`src/rtl/vend_pkg.sv`:
```
// Shared vending-machine definitions: coin values, FSM state encoding and the
// one-hot coin encoding used by the change dispenser and the coin-accept FSM.
package vend_pkg;

   localparam int unsigned AMT_W  = 8;
   localparam int unsigned COIN_W = 3;

   // Coin values in cents
   localparam logic [AMT_W-1:0] VAL_Q = 8'd25;
   localparam logic [AMT_W-1:0] VAL_D = 8'd10;
   localparam logic [AMT_W-1:0] VAL_N = 8'd5;

   // State encoding
   localparam logic [2:0] S_IDLE   = 3'd0;
   localparam logic [2:0] S_SELECT = 3'd1;
   localparam logic [2:0] S_EJECT  = 3'd2;
   localparam logic [2:0] S_DONE   = 3'd3;
   localparam logic [2:0] S_ERR    = 3'd4;

   typedef enum logic [2:0] {
      ST_IDLE   = S_IDLE,
      ST_SELECT = S_SELECT,
      ST_EJECT  = S_EJECT,
      ST_DONE   = S_DONE,
      ST_ERR    = S_ERR
   } state_e;

   // One-hot coin encoding
   typedef logic [COIN_W-1:0] coin_oh_t;
   localparam coin_oh_t COIN_NONE = 3'b000;
   localparam coin_oh_t COIN_Q    = 3'b100;
   localparam coin_oh_t COIN_D    = 3'b010;
   localparam coin_oh_t COIN_N    = 3'b001;

   // Value in cents of a one-hot coin (0 for none/illegal)
   function automatic logic [AMT_W-1:0] coin_value(input coin_oh_t c);
      logic [AMT_W-1:0] v;
      v = '0;
      if (c == COIN_Q)      v = VAL_Q;
      else if (c == COIN_D) v = VAL_D;
      else if (c == COIN_N) v = VAL_N;
      return v;
   endfunction

endpackage

```
`src/rtl/change_coin_sel.sv`:
```
// Greedy coin selector: largest coin that fits in remaining and is in stock.
// Ports: remaining (cents owed), q/d/n_stock (stock counts) ->
//        coin_c (one-hot pick), none_c (no coin can be paid).
module change_coin_sel
   import vend_pkg::*;
#(
   parameter int unsigned STOCK_W = 4
) (
   input  logic [AMT_W-1:0]   remaining,
   input  logic [STOCK_W-1:0] q_stock,
   input  logic [STOCK_W-1:0] d_stock,
   input  logic [STOCK_W-1:0] n_stock,
   output coin_oh_t           coin_c,
   output logic               none_c
);

   // Priority 25c > 10c > 5c; a coin needs both value fit and nonzero stock
   always_comb begin
      coin_c = COIN_NONE;
      if ((remaining >= VAL_Q) && (q_stock != '0))      coin_c = COIN_Q;
      else if ((remaining >= VAL_D) && (d_stock != '0)) coin_c = COIN_D;
      else if ((remaining >= VAL_N) && (n_stock != '0)) coin_c = COIN_N;
      none_c = (coin_c == COIN_NONE);
   end

endmodule

```
`src/rtl/vend_change_dispenser.sv`:
```
// Change dispenser: pays an amount as one-cycle coin eject pulses, greedily
// from finite per-coin stocks, flagging err on invalid amount or short stock.
// Ports: clk_1Hz, clr (async, active-high); start/amount/refill requests
//        (IDLE only); busy, coin_q/d/n, done, err pulses; remaining cents;
//        q/d/n_stock counters. All outputs registered.
module vend_change_dispenser
   import vend_pkg::*;
#(
   parameter int unsigned MAX_AMOUNT = 35,
   parameter int unsigned Q_INIT     = 4,
   parameter int unsigned D_INIT     = 4,
   parameter int unsigned N_INIT     = 4,
   parameter int unsigned STOCK_W    = 4
) (
   input  logic               clk_1Hz,
   input  logic               clr,
   input  logic               start,
   input  logic [AMT_W-1:0]   amount,
   input  logic               refill,
   output logic               busy,
   output logic               coin_q,
   output logic               coin_d,
   output logic               coin_n,
   output logic               done,
   output logic               err,
   output logic [AMT_W-1:0]   remaining,
   output logic [STOCK_W-1:0] q_stock,
   output logic [STOCK_W-1:0] d_stock,
   output logic [STOCK_W-1:0] n_stock
);

   localparam logic [STOCK_W-1:0] Q_RST = STOCK_W'(Q_INIT);
   localparam logic [STOCK_W-1:0] D_RST = STOCK_W'(D_INIT);
   localparam logic [STOCK_W-1:0] N_RST = STOCK_W'(N_INIT);
   localparam logic [AMT_W-1:0]   MAX_AMT = AMT_W'(MAX_AMOUNT);

   state_e             state_q, state_d;
   logic [AMT_W-1:0]   remaining_q, remaining_d;
   logic [STOCK_W-1:0] q_stock_q, q_stock_d;
   logic [STOCK_W-1:0] d_stock_q, d_stock_d;
   logic [STOCK_W-1:0] n_stock_q, n_stock_d;
   coin_oh_t           coin_sel_q, coin_sel_d;
   logic               busy_q, busy_d;
   logic               coin_q_q, coin_q_d;
   logic               coin_d_q, coin_d_d;
   logic               coin_n_q, coin_n_d;
   logic               done_q, done_d;
   logic               err_q, err_d;

   coin_oh_t           pick_c;
   logic               none_c;
   logic               bad_amount_c;

   change_coin_sel #(.STOCK_W(STOCK_W)) u_sel (
      .remaining (remaining_q),
      .q_stock   (q_stock_q),
      .d_stock   (d_stock_q),
      .n_stock   (n_stock_q),
      .coin_c    (pick_c),
      .none_c    (none_c)
   );

   assign bad_amount_c = ((amount % VAL_N) != '0) || (amount > MAX_AMT);

   // Next-state, datapath and Moore output decode
   always_comb begin
      state_d     = state_q;
      remaining_d = remaining_q;
      q_stock_d   = q_stock_q;
      d_stock_d   = d_stock_q;
      n_stock_d   = n_stock_q;
      coin_sel_d  = coin_sel_q;

      case (state_q)
         ST_IDLE: begin
            if (refill) begin
               q_stock_d = Q_RST;
               d_stock_d = D_RST;
               n_stock_d = N_RST;
            end
            if (start) begin
               remaining_d = amount;
               state_d     = bad_amount_c ? ST_ERR : ST_SELECT;
            end
         end
         ST_SELECT: begin
            if (remaining_q == '0) begin
               state_d = ST_DONE;
            end else if (none_c) begin
               state_d = ST_ERR;
            end else begin
               coin_sel_d = pick_c;
               state_d    = ST_EJECT;
            end
         end
         ST_EJECT: begin
            // Selector guaranteed value<=remaining and stock>0, so no wrap
            remaining_d = remaining_q - coin_value(coin_sel_q);
            if (coin_sel_q == COIN_Q) q_stock_d = q_stock_q - STOCK_W'(1);
            if (coin_sel_q == COIN_D) d_stock_d = d_stock_q - STOCK_W'(1);
            if (coin_sel_q == COIN_N) n_stock_d = n_stock_q - STOCK_W'(1);
            state_d = ST_SELECT;
         end
         ST_DONE: state_d = ST_IDLE;
         ST_ERR:  state_d = ST_IDLE;
         default: state_d = ST_IDLE;
      endcase

      busy_d   = (state_d != ST_IDLE);
      coin_q_d = (state_d == ST_EJECT) && (coin_sel_d == COIN_Q);
      coin_d_d = (state_d == ST_EJECT) && (coin_sel_d == COIN_D);
      coin_n_d = (state_d == ST_EJECT) && (coin_sel_d == COIN_N);
      done_d   = (state_d == ST_DONE);
      err_d    = (state_d == ST_ERR);
   end

   // State and output registers
   always_ff @(posedge clk_1Hz or posedge clr) begin
      if (clr) begin
         state_q     <= ST_IDLE;
         remaining_q <= '0;
         q_stock_q   <= Q_RST;
         d_stock_q   <= D_RST;
         n_stock_q   <= N_RST;
         coin_sel_q  <= COIN_NONE;
         busy_q      <= 1'b0;
         coin_q_q    <= 1'b0;
         coin_d_q    <= 1'b0;
         coin_n_q    <= 1'b0;
         done_q      <= 1'b0;
         err_q       <= 1'b0;
      end else begin
         state_q     <= state_d;
         remaining_q <= remaining_d;
         q_stock_q   <= q_stock_d;
         d_stock_q   <= d_stock_d;
         n_stock_q   <= n_stock_d;
         coin_sel_q  <= coin_sel_d;
         busy_q      <= busy_d;
         coin_q_q    <= coin_q_d;
         coin_d_q    <= coin_d_d;
         coin_n_q    <= coin_n_d;
         done_q      <= done_d;
         err_q       <= err_d;
      end
   end

   assign busy      = busy_q;
   assign coin_q    = coin_q_q;
   assign coin_d    = coin_d_q;
   assign coin_n    = coin_n_q;
   assign done      = done_q;
   assign err       = err_q;
   assign remaining = remaining_q;
   assign q_stock   = q_stock_q;
   assign d_stock   = d_stock_q;
   assign n_stock   = n_stock_q;

endmodule

```
`config.mk`:
```
export PLATFORM = sky130hd
export DESIGN_NAME = vend_change_dispenser
export DESIGN_NICKNAME = d
export VERILOG_FILES = /design/src/rtl/vend_pkg.sv /design/src/rtl/change_coin_sel.sv /design/src/rtl/vend_change_dispenser.sv
export SDC_FILE = /design/constraint.sdc
export NUM_CORES = 1
export LEC_CHECK = 0
export CORE_AREA = 5 5 97 99
export CTS_CLUSTER_DIAMETER = 30
export DETAILED_ROUTE_END_ITERATION = 8
export DIE_AREA = 0 0 102 104
export SLEW_MARGIN = 30
export SYNTH_ARGS = -nofsm -noshare
export SYNTH_HDL_FRONTEND = slang
export SYNTH_SLANG_ARGS = --single-unit
```
`constraint.sdc`:
```
create_clock -name clk_1Hz -period 3.64 [get_ports clk_1Hz]
set_input_delay 0.364 -clock clk_1Hz [delete_from_list [all_inputs] [get_ports clk_1Hz]]
set_output_delay 0.364 -clock clk_1Hz [all_outputs]
set_load 0.005 [all_outputs]
```
==> qor.yml, run 1 <==
worstSkewPairLatency_ps: 280
end_kind: "register"
yosys.area.top_type: "dfrtp_1"
cts-root-buf: "clkbuf_8"
worstMarginPinSlew_ps: 894
yosysSeqAreaShare: 0.330
synthFlopType: "dfrtp_1"
cts_buffer_depth: 2
synth_seq_cells: 32
area_growth_pct: 23.8
ys_types: 66
drt_iter0_markers: 81
maxSlewHeadroom: 0.402
vias: 2254
ir_drop_mv: 0.146
yosysTopAreaCellShare: 0.298
switching_share: 0.339
crit_type: "input port to register"
seq_power_share: 0.390
cts_sinks: 32
rsz0062_at_grt: "false"
drive_above_1_share: 0.0915
cts_resized: 0
synthTopCellsByArea: "dfrtp_1 (30%), o21ai_0 (5.8%), ha_1 (5.1%)"
grt_pass1_wl_mm: 10.7
p_switching_uw: 367
route.detailed.drc: 0
via_per_inst: 5.17
setup_tns_ps: 0
tritoncts: "yes"
synth-edff-count: 0
max-cap-violations: 0
overflow: 0
cts_buffers: 5
power_frac_comb: 0.349
placed_cells: 428
postSynthCellCount: 289
num-nets-final: 350
internal-power_uw: 715
crit_required_ps: 3790
min_path_type: "input port to asynchronous set/reset pin"
dpl_cell_area_sq_um: 2920
drt_first_pass_iters: 4
final_cells: 436
wire_per_inst_um: 14.3
crit_arrival_ps: 3400
io_buffers: 37
antenna_found_initial: 0
fillers: 888
dieHeight_um: 104
clock_power_share: 0.261
synth_warnings: 0
postSynthAreaPerCell_sq_um: 8.43
hpwlAfterDp_mm: 4.84
cp-start-kind: "input port"
slew_violations: 0
fin_area_sq_um: 3020
p_leak_uw: 0.00130
synthesis.nets: 312
grt_usage: 0.123
grt_max_degree: 33
period_share: 0.890
syn_area_sq_um: 2440
gp_congestion: 0.838
setup_viol: 0
grt_pass1_vias: 2149
holdBufCountCts: 0
hold_violations: 0
clkTransAtPathRegs_ps: 70
powerDensity_nw_per_um2: 359
placementRows: 34
postCtsSetupBuffers: 0
status: "complete, no violations"
coreArea_sq_um: 8470
die_x_um: 102
crit_fanout: 16
min_period_ps: 3240
initial_utilization: 0.288
max_freq_mhz: 309
drt_wl_total_mm: 6.26
pin_count: 38
clock_skew_ps: 7.57
diodes: 0
htree_levels: 2
ant_nets: 0
synthArstFlopShare: 1.00
dieArea_sq_um: 10600
routing by layer:
layer	vias to the layer above	GRT usage	routed length (um)
li1	1133	-	-
met1	1061	0.161	2820
met2	54	0.203	3050
met3	6	0.0262	312
met4	0	0.0300	63
met5	-	0	0
path summary, 6_finish.rpt:
path	start	end	slack, ps	depth (start not counted)
setup / recovery	amount[4]	err$_DFF_PP0_	400	11
hold / removal	clr	q_stock[0]$_DFFE_PP0P_	460	3
setup reg to reg	coin_sel_q[0]$_DFF_PP0_	remaining[7]$_DFFE_PP0P_	790	10
hold reg to reg	n_stock[2]$_DFFE_PP1P_	n_stock[2]$_DFFE_PP1P_	520	2
max in group asynchronous	clr	n_stock[2]$_DFFE_PP1P_	2850	3
min in group clk_1Hz	n_stock[2]$_DFFE_PP1P_	n_stock[2]$_DFFE_PP1P_	520	2
final cells by class:
type	instances	area [sq um]	share of cell area
clock buffer	6	82.6	0.0274
clock inverter	2	10.0	0.00332
inverter	19	71.3	0.0236
multi-input combinational	224	1480	0.491
sequential	32	805	0.267
tap	108	135	0.0448
timing repair buffer	45	430	0.143
placed cells by master (no fill, tap or decap), types with 3 or more instances in the layout:
cell / synthesis / routed
inv_1: 19 / 19
mux2i_1: 4 / 4
nand4_1: 3 / 3
and3_1: 3 / 3
or3_1: 4 / 4
a22o_1: 6 / 6
dfstp_2: 3 / 3
a31oi_1: 4 / 4
nor2b_1: 4 / 4
o22ai_1: 5 / 5
nand3_1: 6 / 6
dfrtp_1: 29 / 29
ha_1: 10 / 10
xnor2_1: 5 / 5
clkdlybuf4s50_1: 0 / 37
a21oi_1: 16 / 16
nand3b_1: 3 / 3
clkbuf_8: 0 / 6
a21o_1: 6 / 6
nor2_1: 21 / 21
buf_4: 2 / 8
nand2_1: 28 / 28
nand2b_1: 6 / 6
a211o_1: 4 / 4
o21ai_0: 28 / 28
nor3_1: 7 / 7
and2_1: 4 / 4
nor3b_1: 4 / 4
power groups by stage:
stage / logic [uW] / registers, uW / clock network [uW]
global placement: 369 / 430 / 0
floorplan: 260 / 417 / 0
global route: 425 / 427 / 310
CTS: 379 / 422 / 292
finish: 377 / 422 / 282
detailed placement: 376 / 429 / 0
registers in the layout, indices dropped and copies added, names as in the netlist, 3 cells and up:
signal / count
remaining: 8
d_stock: 4
n_stock: 4
q_stock: 4
coin_sel_q: 3
state_q: 3
synthesized netlist by cell type, drive strengths merged, types with 5 or more instances:
cell / instances
dfrtp: 29
nand2: 28
nor2: 21
ha: 10
a21oi: 18
a22o: 6
clkbuf: 6
o21ai: 28
xnor2: 5
nand2b: 8
mux2i: 5
a21o: 6
o22ai: 5
nand3: 6
buf: 8
nor3: 7
inv: 19
per-stage QoR:
step                hold slack, ps  power (uW)   util  worst slack, ps
floorplan                      478         677      -              991
global placement               491         799  0.345              326
detailed placement             506         806  0.345              162
CTS                            483        1090  0.356              454
global route                   499        1160  0.356              151
finish                         462        1080  0.356              399
critical path: stages:
cell and delay (ps):
clkdlybuf4s50_1 670, xnor2_1 490, a21o_1 190, a21oi_2 60, mux2i_2 330, nor2_1 120, ha_1 240, o41ai_1 380
o2111ai_1 210, a21oi_2 240, o22ai_1 100
cell families (layout without fill, tap and decap cells):
group,Yosys count,count (layout),synth area share
AND/OR/NAND/NOR,106,106,0.235
AO/OA/AOI/OAI,94,94,0.262
buffers and inverters,33,72,0.0611
flip-flops,32,32,0.330
adder cells (fa/ha/maj),11,11,0.0596
XOR/XNOR,7,7,0.0252
multiplexers,6,6,0.0267
Power figures use the tool's default switching activity.
==> run 2: changes to the inputs <==
--- a/config.mk
+++ b/config.mk
@@ -5,10 +5,11 @@
 export SDC_FILE = /design/constraint.sdc
 export NUM_CORES = 1
 export LEC_CHECK = 0
-export CORE_AREA = 5 5 97 99
+export CORE_AREA = 5 5 74 76
 export CTS_CLUSTER_DIAMETER = 30
 export DETAILED_ROUTE_END_ITERATION = 8
-export DIE_AREA = 0 0 102 104
+export DIE_AREA = 0 0 79 81
+export PLACE_DENSITY = 0.77
 export SLEW_MARGIN = 30
 export SYNTH_ARGS = -nofsm -noshare
 export SYNTH_HDL_FRONTEND = slang
==> qor.yml, run 2 (synthesis gave the netlist of run 1 again) <==
wire_per_inst_um: 15.9  # was 14.3 um
cts_buffers: 5  # unchanged
gp_congestion: 0.834  # was 0.838
htree_levels: 2  # unchanged
placementRows: 25  # was 34
cts_resized: 0  # unchanged
max-cap-violations: 0  # unchanged
grt_max_degree: 33  # unchanged
slew_violations: 0  # unchanged
drt_wl_total_mm: 6.09  # was 6.26 mm
tritoncts: "yes"  # unchanged
diodes: 0  # unchanged
crit_arrival_ps: 3320  # was 3400 ps
crit_required_ps: 3800  # was 3790 ps
ir_drop_mv: 0.253  # was 0.146 mV
clock_skew_ps: 6.67  # was 7.57 ps
num-nets-final: 351  # was 350
hpwlAfterDp_mm: 4.54  # was 4.84 mm
drive_above_1_share: 0.0942  # was 0.0915
hold_violations: 0  # unchanged
p_leak_uw: 0.00130  # about the same
dpl_cell_area_sq_um: 2860  # was 2920 sq um
final_cell_mix: "clkdlybuf4s50_1 (37), dfrtp_1 (29), o21ai_0 (28), nand2_1 (28), nor2_1 (21)"  # unchanged
status: "complete, no violations"  # unchanged
powerDensity_nw_per_um2: 368  # was 359 nW/um^2
final_common_cell: "clkdlybuf4s50_1"  # unchanged
drt_first_pass_iters: 4  # unchanged
holdBufCountCts: 0  # unchanged
cp-start-kind: "input port"  # unchanged
crit_fanout: 16  # unchanged
worstSkewPairLatency_ps: 290  # was 280 ps
cts_buffer_depth: 2  # unchanged
io_buffers: 37  # unchanged
ant_nets: 0  # unchanged
min_period_ps: 3160  # was 3240 ps
clkTransAtPathRegs_ps: 70  # about the same
setup_viol: 0  # unchanged
die_x_um: 79  # was 102 um
via_per_inst: 6.09  # was 5.17
pin_count: 38  # unchanged
maxSlewHeadroom: 0.608  # was 0.402
grt_usage: 0.203  # was 0.123
cts_sinks: 32  # unchanged
rsz0062_at_grt: "false"  # unchanged
antenna_found_initial: 0  # unchanged
crit_type: "input port to register"  # unchanged
vias: 2332  # was 2254
overflow: 0  # unchanged
coreArea_sq_um: 4660  # was 8470 sq um
drt_iter0_markers: 175  # was 81
dieHeight_um: 81  # was 104 um
max_freq_mhz: 317  # was 309 MHz
grt_pass1_vias: 2194  # was 2149
area_growth_pct: 21.4  # was 23.8%
fin_area_sq_um: 2960  # was 3020 sq um
dieArea_sq_um: 6400  # was 10600 sq um
min_path_type: "input port to asynchronous set/reset pin"  # unchanged
worstMarginPinSlew_ps: 586  # was 894 ps
postCtsSetupBuffers: 0  # unchanged
initial_utilization: 0.523  # was 0.288
route.detailed.drc: 0  # unchanged
end_kind: "register"  # unchanged
cts-root-buf: "clkbuf_8"  # unchanged
setup_tns_ps: 0  # unchanged
largest_register_ff_count: 8  # unchanged
period_share: 0.867  # was 0.890
grt_pass1_wl_mm: 10.4  # was 10.7 mm
-- run 2: changes by cell type in the layout (fill, tap and decap cells not counted), sizes merged --
cell	delta
buf	+1
-- run 2: where the power goes --
group          switching, uW  leakage [uW]  internal (uW)
Sequential              38.3      0.000412            384
Combinational            194      0.000839            181
Clock                    140     0.0000510            151
-- run 2: critical path, cell delays in order --
cell             delay, ps
clkdlybuf4s50_1        650
nor4bb_1               460
a211o_1                210
a21oi_2                 40
mux2i_2                340
nor2_1                 120
ha_1                   240
o41ai_1                380
o2111ai_1              180
a21oi_2                220
o22ai_1                100
-- run 2: path summary, 6_finish.rpt --
check	startpoint	end	slack, ps	depth (start not counted)
min	clr	n_stock[1]$_DFFE_PP0P_	460	3
min reg2reg	n_stock[2]$_DFFE_PP1P_	n_stock[2]$_DFFE_PP1P_	510	2
max in group asynchronous	clr	n_stock[2]$_DFFE_PP1P_	2850	3
max	amount[4]	state_q[2]$_DFF_PP0_	480	11
min in group clk_1Hz	n_stock[2]$_DFFE_PP1P_	n_stock[2]$_DFFE_PP1P_	510	2
max reg2reg	coin_sel_q[0]$_DFF_PP0_	remaining[7]$_DFFE_PP0P_	760	10
-- run 2: metal layers --
layer	wire, um	vias up	share of wire	GRT usage
met5	0	-	0	0
met4	93	0	0.015	0.0773
met3	364	10	0.060	0.0322
met2	2830	67	0.47	0.331
met1	2800	1123	0.46	0.272
li1	-	1132	-	-
-- run 2: area by class of cell --
type | instances | area, sq um
clock buffer | 6 | 82.6
clock inverter | 2 | 10.0
fill | 405 | 1700
inverter | 19 | 71.3
multi-input combinational | 224 | 1480
sequential | 32 | 805
tap | 54 | 67.6
timing repair buffer | 46 | 438
-- run 2: metrics by stage --
stage          total power [uW]  std cells  utilization  worst slack [ps]  hold slack, ps
2_1_floorplan               677        289            -               991             478
3_3_place_gp                793        375        0.614               365             485
3_5_place_dp                801        375        0.614               207             503
4_1_cts                    1090        383        0.634               500             482
5_1_grt                    1160        383        0.634               191             531
6_report                   1090        383        0.634               484             456
